[config.mk]
export PLATFORM = sky130hd
export DESIGN_NAME = mipi_csi2_ser
export DESIGN_NICKNAME = d
export VERILOG_FILES = /design/src/rtl/mipi_csi2_ser.sv
export SDC_FILE = /design/constraint.sdc
export NUM_CORES = 1
export LEC_CHECK = 0
export CAP_MARGIN = 0
export CORE_MARGIN = 8
export CORE_UTILIZATION = 45
export DETAILED_ROUTE_END_ITERATION = 10
export GPL_TIMING_DRIVEN = 0
export HOLD_SLACK_MARGIN = 0.05
export PLACE_DENSITY = 0.64
export SYNTH_ARGS = -nofsm -noshare
export SYNTH_HDL_FRONTEND = slang
export SYNTH_SLANG_ARGS = --single-unit
[constraint.sdc]
create_clock -name clk -period 6.8 [get_ports clk]
set_input_delay 1.02 -clock clk [delete_from_list [all_inputs] [get_ports clk]]
set_output_delay 1.02 -clock clk [all_outputs]
set_load 0.05 [all_outputs]
[src/rtl/mipi_csi2_ser.sv]
// CSI-2 packetizer: fvi/lvi/dvi pixel stream to FS/FE short packets and RAW8/RAW10 long packets on a byte lane.
// Define CSI2_TX_CRC_EN to compute the CRC-16 payload footer; otherwise the footer bytes are 0x00,0x00.
module mipi_csi2_ser #(
   parameter int DATA_WIDTH = 10
) (
   input  logic                  clk,
   input  logic                  reset,
   input  logic                  enable,
   input  logic                  raw10,
   input  logic [1:0]            vc,
   input  logic [15:0]           line_pixels,
   input  logic [7:0]            gap_cycles,
   input  logic                  fvi,
   input  logic                  lvi,
   input  logic                  dvi,
   input  logic [DATA_WIDTH-1:0] dati,
   output logic                  rdy,
   output logic                  phy_we,
   output logic [7:0]            phy_data,
   output logic                  underrun,
   output logic                  busy
);
   typedef enum logic [2:0] {ST_IDLE, ST_HDR, ST_DATA8, ST_DATA10, ST_CRC, ST_GAP} state_t;

   localparam logic [5:0] DT_FS    = 6'h00;
   localparam logic [5:0] DT_FE    = 6'h01;
   localparam logic [5:0] DT_RAW8  = 6'h2A;
   localparam logic [5:0] DT_RAW10 = 6'h2B;

   // d[7:0] = data identifier, d[23:8] = word count
   function automatic logic [7:0] ecc_calc(input logic [23:0] d);
      logic [5:0] p;
      p[0] = ^(d & 24'hF12CB7);
      p[1] = ^(d & 24'hF2555B);
      p[2] = ^(d & 24'h749A6D);
      p[3] = ^(d & 24'hB8E38E);
      p[4] = ^(d & 24'hDF03F0);
      p[5] = ^(d & 24'hEFFC00);
      return {2'b00, p};
   endfunction

`ifdef CSI2_TX_CRC_EN
   function automatic logic [15:0] crc_step(input logic [15:0] crc, input logic [7:0] b);
      logic [15:0] c;
      c = crc ^ {8'h00, b};
      for (int i = 0; i < 8; i++) begin
         c = c[0] ? ((c >> 1) ^ 16'h8408) : (c >> 1);
      end
      return c;
   endfunction
`endif

   state_t      state_q, state_d;
   logic [1:0]  idx_q, idx_d;
   logic [15:0] rem_q, rem_d;
   logic [2:0]  grp_q, grp_d;
   logic [7:0]  gap_cnt_q, gap_cnt_d;
   logic        fvi_q, lvi_q, arm_q;
   logic        fs_pend_q, fs_pend_d;
   logic        fe_pend_q, fe_pend_d;
   logic        ls_pend_q, ls_pend_d;
   logic        line_on_q, line_on_d;
   logic        underrun_q, underrun_d;
   logic        phy_we_q, phy_we_d;
   logic [7:0]  phy_data_q, phy_data_d;
   logic        long_q, long_d;
   logic        raw10_q, raw10_d;
   logic [7:0]  di_q, di_d;
   logic [15:0] wc_q, wc_d;
   logic [7:0]  lsb_q, lsb_d;
`ifdef CSI2_TX_CRC_EN
   logic [15:0] crc_q, crc_d;
`endif

   logic        fvi_rise, fvi_fall, lvi_rise, any_pend, start, pix_slot, take;
   logic [7:0]  gap_eff;
   logic [15:0] lp10, wc10;

   // Edges are ignored for the first cycle after reset so levels held through reset are not seen as edges
   assign fvi_rise = arm_q & fvi & ~fvi_q;
   assign fvi_fall = arm_q & ~fvi & fvi_q;
   assign lvi_rise = arm_q & lvi & ~lvi_q;
   assign any_pend = fs_pend_q | fe_pend_q | ls_pend_q;
   assign gap_eff  = (gap_cycles == 8'd0) ? 8'd1 : gap_cycles;
   assign lp10     = line_pixels & 16'hFFFC;
   assign wc10     = lp10 + {2'b00, lp10[15:2]};

   assign pix_slot = (state_q == ST_DATA8) || ((state_q == ST_DATA10) && (grp_q != 3'd4));
   assign rdy      = pix_slot && line_on_q && lvi;
   assign take     = rdy && dvi;

   assign phy_we   = phy_we_q;
   assign phy_data = phy_data_q;
   assign underrun = underrun_q;
   assign busy     = (state_q != ST_IDLE);

   always_comb begin
      state_d    = state_q;
      idx_d      = idx_q;
      rem_d      = rem_q;
      grp_d      = grp_q;
      gap_cnt_d  = gap_cnt_q;
      fs_pend_d  = fs_pend_q | fvi_rise;
      fe_pend_d  = fe_pend_q | fvi_fall;
      ls_pend_d  = ls_pend_q | lvi_rise;
      line_on_d  = line_on_q & lvi;
      underrun_d = underrun_q;
      phy_we_d   = 1'b0;
      phy_data_d = 8'h00;
      long_d     = long_q;
      raw10_d    = raw10_q;
      di_d       = di_q;
      wc_d       = wc_q;
      lsb_d      = lsb_q;
`ifdef CSI2_TX_CRC_EN
      crc_d      = crc_q;
`endif
      start      = 1'b0;

      case (state_q)
         ST_IDLE: start = enable && any_pend;
         ST_HDR: begin
            phy_we_d = 1'b1;
            case (idx_q)
               2'd0:    phy_data_d = di_q;
               2'd1:    phy_data_d = wc_q[7:0];
               2'd2:    phy_data_d = wc_q[15:8];
               default: phy_data_d = ecc_calc({wc_q, di_q});
            endcase
            idx_d = idx_q + 2'd1;
            if (idx_q == 2'd3) begin
               idx_d = 2'd0;
               rem_d = wc_q;
               grp_d = 3'd0;
               if (!long_q) begin
                  state_d   = ST_GAP;
                  gap_cnt_d = 8'd1;
               end else if (wc_q == 16'd0) begin
                  state_d = ST_CRC;
               end else begin
                  state_d = raw10_q ? ST_DATA10 : ST_DATA8;
               end
            end
         end
         ST_DATA8, ST_DATA10: begin
            phy_we_d = 1'b1;
            if (state_q == ST_DATA10 && grp_q == 3'd4) begin
               phy_data_d = lsb_q;
               grp_d      = 3'd0;
            end else begin
               if (state_q == ST_DATA10) begin
                  phy_data_d = take ? dati[9:2] : 8'h00;
                  lsb_d[{grp_q[1:0], 1'b0} +: 2] = take ? dati[1:0] : 2'b00;
                  grp_d = grp_q + 3'd1;
               end else begin
                  phy_data_d = take ? dati[7:0] : 8'h00;
               end
               if (!take) underrun_d = 1'b1;
            end
            rem_d = rem_q - 16'd1;
            if (rem_q == 16'd1) state_d = ST_CRC;
`ifdef CSI2_TX_CRC_EN
            crc_d = crc_step(crc_q, phy_data_d);
`endif
         end
         ST_CRC: begin
            phy_we_d = 1'b1;
`ifdef CSI2_TX_CRC_EN
            phy_data_d = (idx_q == 2'd0) ? crc_q[7:0] : crc_q[15:8];
`endif
            idx_d = idx_q + 2'd1;
            if (idx_q == 2'd1) begin
               idx_d     = 2'd0;
               state_d   = ST_GAP;
               gap_cnt_d = 8'd1;
            end
         end
         ST_GAP: begin
            if (gap_cnt_q >= gap_eff) begin
               start   = enable && any_pend;
               state_d = ST_IDLE;
            end else begin
               gap_cnt_d = gap_cnt_q + 8'd1;
            end
         end
         default: state_d = ST_IDLE;
      endcase

      // Service priority FS > LS > FE; a new edge in the same cycle re-arms its flag
      if (start) begin
         state_d = ST_HDR;
         idx_d   = 2'd0;
         long_d  = 1'b0;
         wc_d    = 16'd0;
         if (fs_pend_q) begin
            di_d       = {vc, DT_FS};
            fs_pend_d  = fvi_rise;
            underrun_d = 1'b0;
         end else if (ls_pend_q) begin
            long_d    = 1'b1;
            raw10_d   = raw10;
            di_d      = {vc, raw10 ? DT_RAW10 : DT_RAW8};
            wc_d      = raw10 ? wc10 : line_pixels;
            ls_pend_d = lvi_rise;
            line_on_d = 1'b1;
`ifdef CSI2_TX_CRC_EN
            crc_d     = 16'hFFFF;
`endif
         end else begin
            di_d      = {vc, DT_FE};
            fe_pend_d = fvi_fall;
         end
      end
   end

   always_ff @(posedge clk or posedge reset) begin
      if (reset) begin
         state_q    <= ST_IDLE;
         idx_q      <= 2'd0;
         rem_q      <= 16'd0;
         grp_q      <= 3'd0;
         gap_cnt_q  <= 8'd0;
         fvi_q      <= 1'b0;
         lvi_q      <= 1'b0;
         arm_q      <= 1'b0;
         fs_pend_q  <= 1'b0;
         fe_pend_q  <= 1'b0;
         ls_pend_q  <= 1'b0;
         line_on_q  <= 1'b0;
         underrun_q <= 1'b0;
         phy_we_q   <= 1'b0;
         phy_data_q <= 8'h00;
         long_q     <= 1'b0;
         raw10_q    <= 1'b0;
      end else begin
         state_q    <= state_d;
         idx_q      <= idx_d;
         rem_q      <= rem_d;
         grp_q      <= grp_d;
         gap_cnt_q  <= gap_cnt_d;
         fvi_q      <= fvi;
         lvi_q      <= lvi;
         arm_q      <= 1'b1;
         fs_pend_q  <= fs_pend_d;
         fe_pend_q  <= fe_pend_d;
         ls_pend_q  <= ls_pend_d;
         line_on_q  <= line_on_d;
         underrun_q <= underrun_d;
         phy_we_q   <= phy_we_d;
         phy_data_q <= phy_data_d;
         long_q     <= long_d;
         raw10_q    <= raw10_d;
      end
   end

   always_ff @(posedge clk) begin
      di_q  <= di_d;
      wc_q  <= wc_d;
      lsb_q <= lsb_d;
`ifdef CSI2_TX_CRC_EN
      crc_q <= crc_d;
`endif
   end

endmodule

==> summary.md, run 1 <==
The overall fraction of global-route tracks in use is 0.191, and the total grt overflow is 0. The logs give 55 for the boundary pin count and 0 for the quantity of gates resized following cts. The yosys synthesis warning count is 0, and the share of synthesized flip-flops with an asynchronous set or reset is 0.646. Leaving out fill and tap cells, the most frequent cells in the layout are clkdlybuf4s50_1, nand2_1, dfrtp_1. The tools report the number of instances in the placed design as 858. The count of buffers added on input and output ports is 54. STA classifies the critical path endpoint as an output port.

The floorplan step defined a core boundary enclosing 12500 sq um. The final antenna-violating net count was 0. IR analysis of the VDD net gives a maximum drop of 0.167 mV. In the final design database the tool counted 782 nets.

The full die area was 16500 sq um; the TritonCTS sink count was 79. Insertion delay to the later sink of the worst-skew pair: 340 ps. For this design the ratio of total power to cell area is 391 nW/um^2. The library cell used most frequently in the layout, excluding fill and tap cells, is clkdlybuf4s50_1.

The total wire length after detailed routing is 15300 microns, and the floorplan die height is 128 microns. The category of the most critical setup path was reg -> out. dfrtp_1 takes more of the synthesized area than any other cell. For this run, the slowest stage of the critical path takes 810 ps. For the count of max-cap constraint violations, the log shows 0.

The run gives 0 as the final hold violation count. OpenSTA, run right after detailed placement, puts the worst setup slack at 2870 ps. The placement row count came out at 41. The tools report the normalized max-slew margin as 0.360.

After detailed routing, the average wire length per cell comes to 17.5 microns. The slowest stage of the critical path belongs to the cell clkdlybuf4s50_1. The worst-case setup margin in the final layout was 2780 ps; the H-tree level count was 3.

The maximum net fanout on the critical path is 10. At the worst endpoint, the arrival time is 3000 ps. For the total number of vias, the log shows 5055. Counting the fill cells in the layout gives 1176. The final instance count without filler cells is 874, and the number of different library cells in the post-synthesis netlist is 70.

The worst hold path belongs to the class reg -> reg. The run gives 0.544 as the utilization after layout. Entering global routing, the biggest net connects 34 pins. The top achievable clock speed is 249 MHz.

The starting DRC count in detailed routing came out at 418. For the worst flop-to-flop path, the logic depth is 6. For the total leakage power, the log shows 2.80 nW. The buffers inserted during post-CTS setup optimization was 0; the post-route clock skew was 8.18 ps. Hold repair after CTS inserted 0 buffers. The area of all sequential standard cells is 2120 sq um. The number of CTS-inserted buffers is 9. For the sequential cell area fraction in the yosys report, the log shows 0.372. The pre-antenna-repair detailed-routing pass consisted of 5 iterations. The half-perimeter wire length after placement is 11700 microns, and the die width is 128 microns.

The run gives 6460 sq um as the instance area at placement. The area of all placed cells without fillers came out at 6780 sq um. The run finished with clean final reports. TritonCTS built the clock tree. The number of global-route vias before repair is 5030. The effective utilization at floorplan was 0.456; the clock-pin transition on the worst setup and hold timing paths was 60 ps. The tree is rooted in a clkbuf_16. After detailed routing, the number of vias per cell comes to 5.78.

Minimum clock period: 4020 ps. The logs give 0 ps for the final setup TNS and 0 for the number of diodes. In the post-synthesis netlist, the biggest area contributors are dfrtp_1, edfxtp_1, ha_1.

The flip-flop and latch count after synthesis was 79. The critical path data required time was 5780 ps. For the pin with the worst max-slew slack, the measured transition is 958 ps. The tools report the area taken by multi-input logic gates as 3300 sq um. Setup violations remaining at the end of the flow were counted as 0.

The signal on the critical path passes through inv_1, ha_1, and2_1, clkbuf_1, a21oi_1, and3_1, clkdlybuf4s50_1. For the global-route wire length before repair, the log shows 25300 microns. The average size of a mapped cell is 9.01 sq um. The clock passes through at most 2 buffers. The share of the clock period used by the worst path after layout is 0.592.

The number of antenna violations at the first check in global routing is 0. The worst setup path is launched from a flip-flop. Relative to the synthesized area, the layout overhead comes to 19.2%.

The synthesized netlist cell count came out at 631. The fraction of final layout cells with drive strength greater than 1 is 0.0499, and the number of cells on the worst hold path is 1. The share of Yosys cell area claimed by the top area cell type was 0.224; the total standard cell area after synthesis was 5690 sq um. The net count of the mapped netlist was 716; the residual DRC count was 0.

Setup repair after global routing left no endpoint under its margin. The logs give 0 for the count of final max-slew check failures and 0.895 for the weighted congestion at the end of routability-driven global placement. Counting flops with a built-in enable in the synthesized netlist gives 28. For this run, the leading register cell type out of synthesis is dfrtp_1.
-- registers in the layout (all words and copies together), names as in the netlist, 2 cells and up --
name / cells
phy_data: 8
rem_q: 16
wc_q: 16
gap_cnt_q: 8
grp_q: 3
idx_q: 2
lsb_q: 8
di_q: 4
state_q: 3
-- layout make-up --
cell class / instances / share of cell area
Buffer: 26 / 0.0155
Clock buffer: 12 / 0.0364
Clock inverter: 4 / 0.0102
Inverter: 45 / 0.0249
Multi-Input combinational cell: 481 / 0.486
Sequential cell: 79 / 0.312
Tap cell: 172 / 0.0317
Timing Repair Buffer: 55 / 0.0827
-- worst max-delay path: cells and delay by family (launching register included) --
kind            cells  cell delay [ps]
compound gates      1              240
fa+ha+maj           1              310
flops               1              510
simple gates        2              420
buf+inv             3             1180
-- stage by stage --
step	hold slack, ps	power [mW]
floorplan	435	1.77
global placement	443	2.10
detailed placement	459	2.14
CTS	467	2.66
global route	495	2.85
finish	465	2.65
-- synthesized netlist by cell type (8+ instances only) --
cell type and instances:
nand2_1 52, dfrtp_1 51, a21oi_1 50, nor2_1 48
inv_1 44, ha_1 41, o21ai_0 38, xnor2_1 30
edfxtp_1 28, nor3_1 20, nand3_1 18, clkbuf_1 17
mux2i_1 15, nand2b_1 10, a211oi_1 9, o211ai_1 9
a22oi_1 8, a31oi_1 8
-- path summary, 6_finish.rpt --
path                                          start                        to  slack (ps)
max in group asynchronous                     reset      rem_q[0]$_DFFE_PP0P_        5260
hold / removal                 grp_q[2]$_DFFE_PP0P_      grp_q[2]$_DFFE_PP0P_         460
min in group asynchronous                     reset  gap_cnt_q[1]$_DFFE_PP0P_        1010
hold reg to reg                grp_q[2]$_DFFE_PP0P_      grp_q[2]$_DFFE_PP0P_         460
setup reg to reg           gap_cnt_q[7]$_DFFE_PP0P_      idx_q[1]$_DFFE_PP0P_        4140
setup / recovery               grp_q[0]$_DFFE_PP0P_                       rdy        2780
-- cells by family after synthesis --
logic type / after synthesis / share of synthesized area
and+or+nand+nor: 200 / 0.176
AOI/OAI and AO/OA: 186 / 0.218
DFF: 79 / 0.372
buffers and inverters: 71 / 0.0482
adders and majority gates: 42 / 0.0937
xor gates and xnor gates: 35 / 0.0612
muxes: 17 / 0.0304
other: 1 / 0.000659
-- power breakdown --
part           internal, mW  total [mW]  switching, mW  leakage [nW]
logic                 0.547        1.33          0.780          1.76
clock network         0.330       0.517          0.187         0.154
registers             0.657       0.811          0.154         0.880
-- metal layers --
metal | up-vias | GRT usage | wire length [microns] | part of all wire
met2 | 145 | 0.314 | 7140 | 0.47
li1 | 2454 | - | - | -
met3 | 24 | 0.0343 | 698 | 0.046
met4 | 0 | 0.0741 | 328 | 0.021
met5 | - | 0 | 0 | 0
met1 | 2432 | 0.244 | 7150 | 0.47
Note: power is estimated with default switching activity, not from simulation.
==> run 2: changes to the inputs <==
==> constraint.sdc (replaced) <==
create_clock -name clk -period 4.19 [get_ports clk]
set_input_delay 0.6285 -clock clk [delete_from_list [all_inputs] [get_ports clk]]
set_output_delay 0.6285 -clock clk [all_outputs]
set_load 0.05 [all_outputs]
==> results of run 2 <==
The final DEF is identical to that of run 1. Status: complete, no violations.
Main changes from that run: setup slack after placement 2870 ps -> 655 ps; setup slack after layout 2780 ps -> 558 ps; register-to-register setup slack 4140 ps -> 1530 ps; total power 2.65 mW -> 4.31 mW; worst IR drop on VDD 0.167 mV -> 0.271 mV
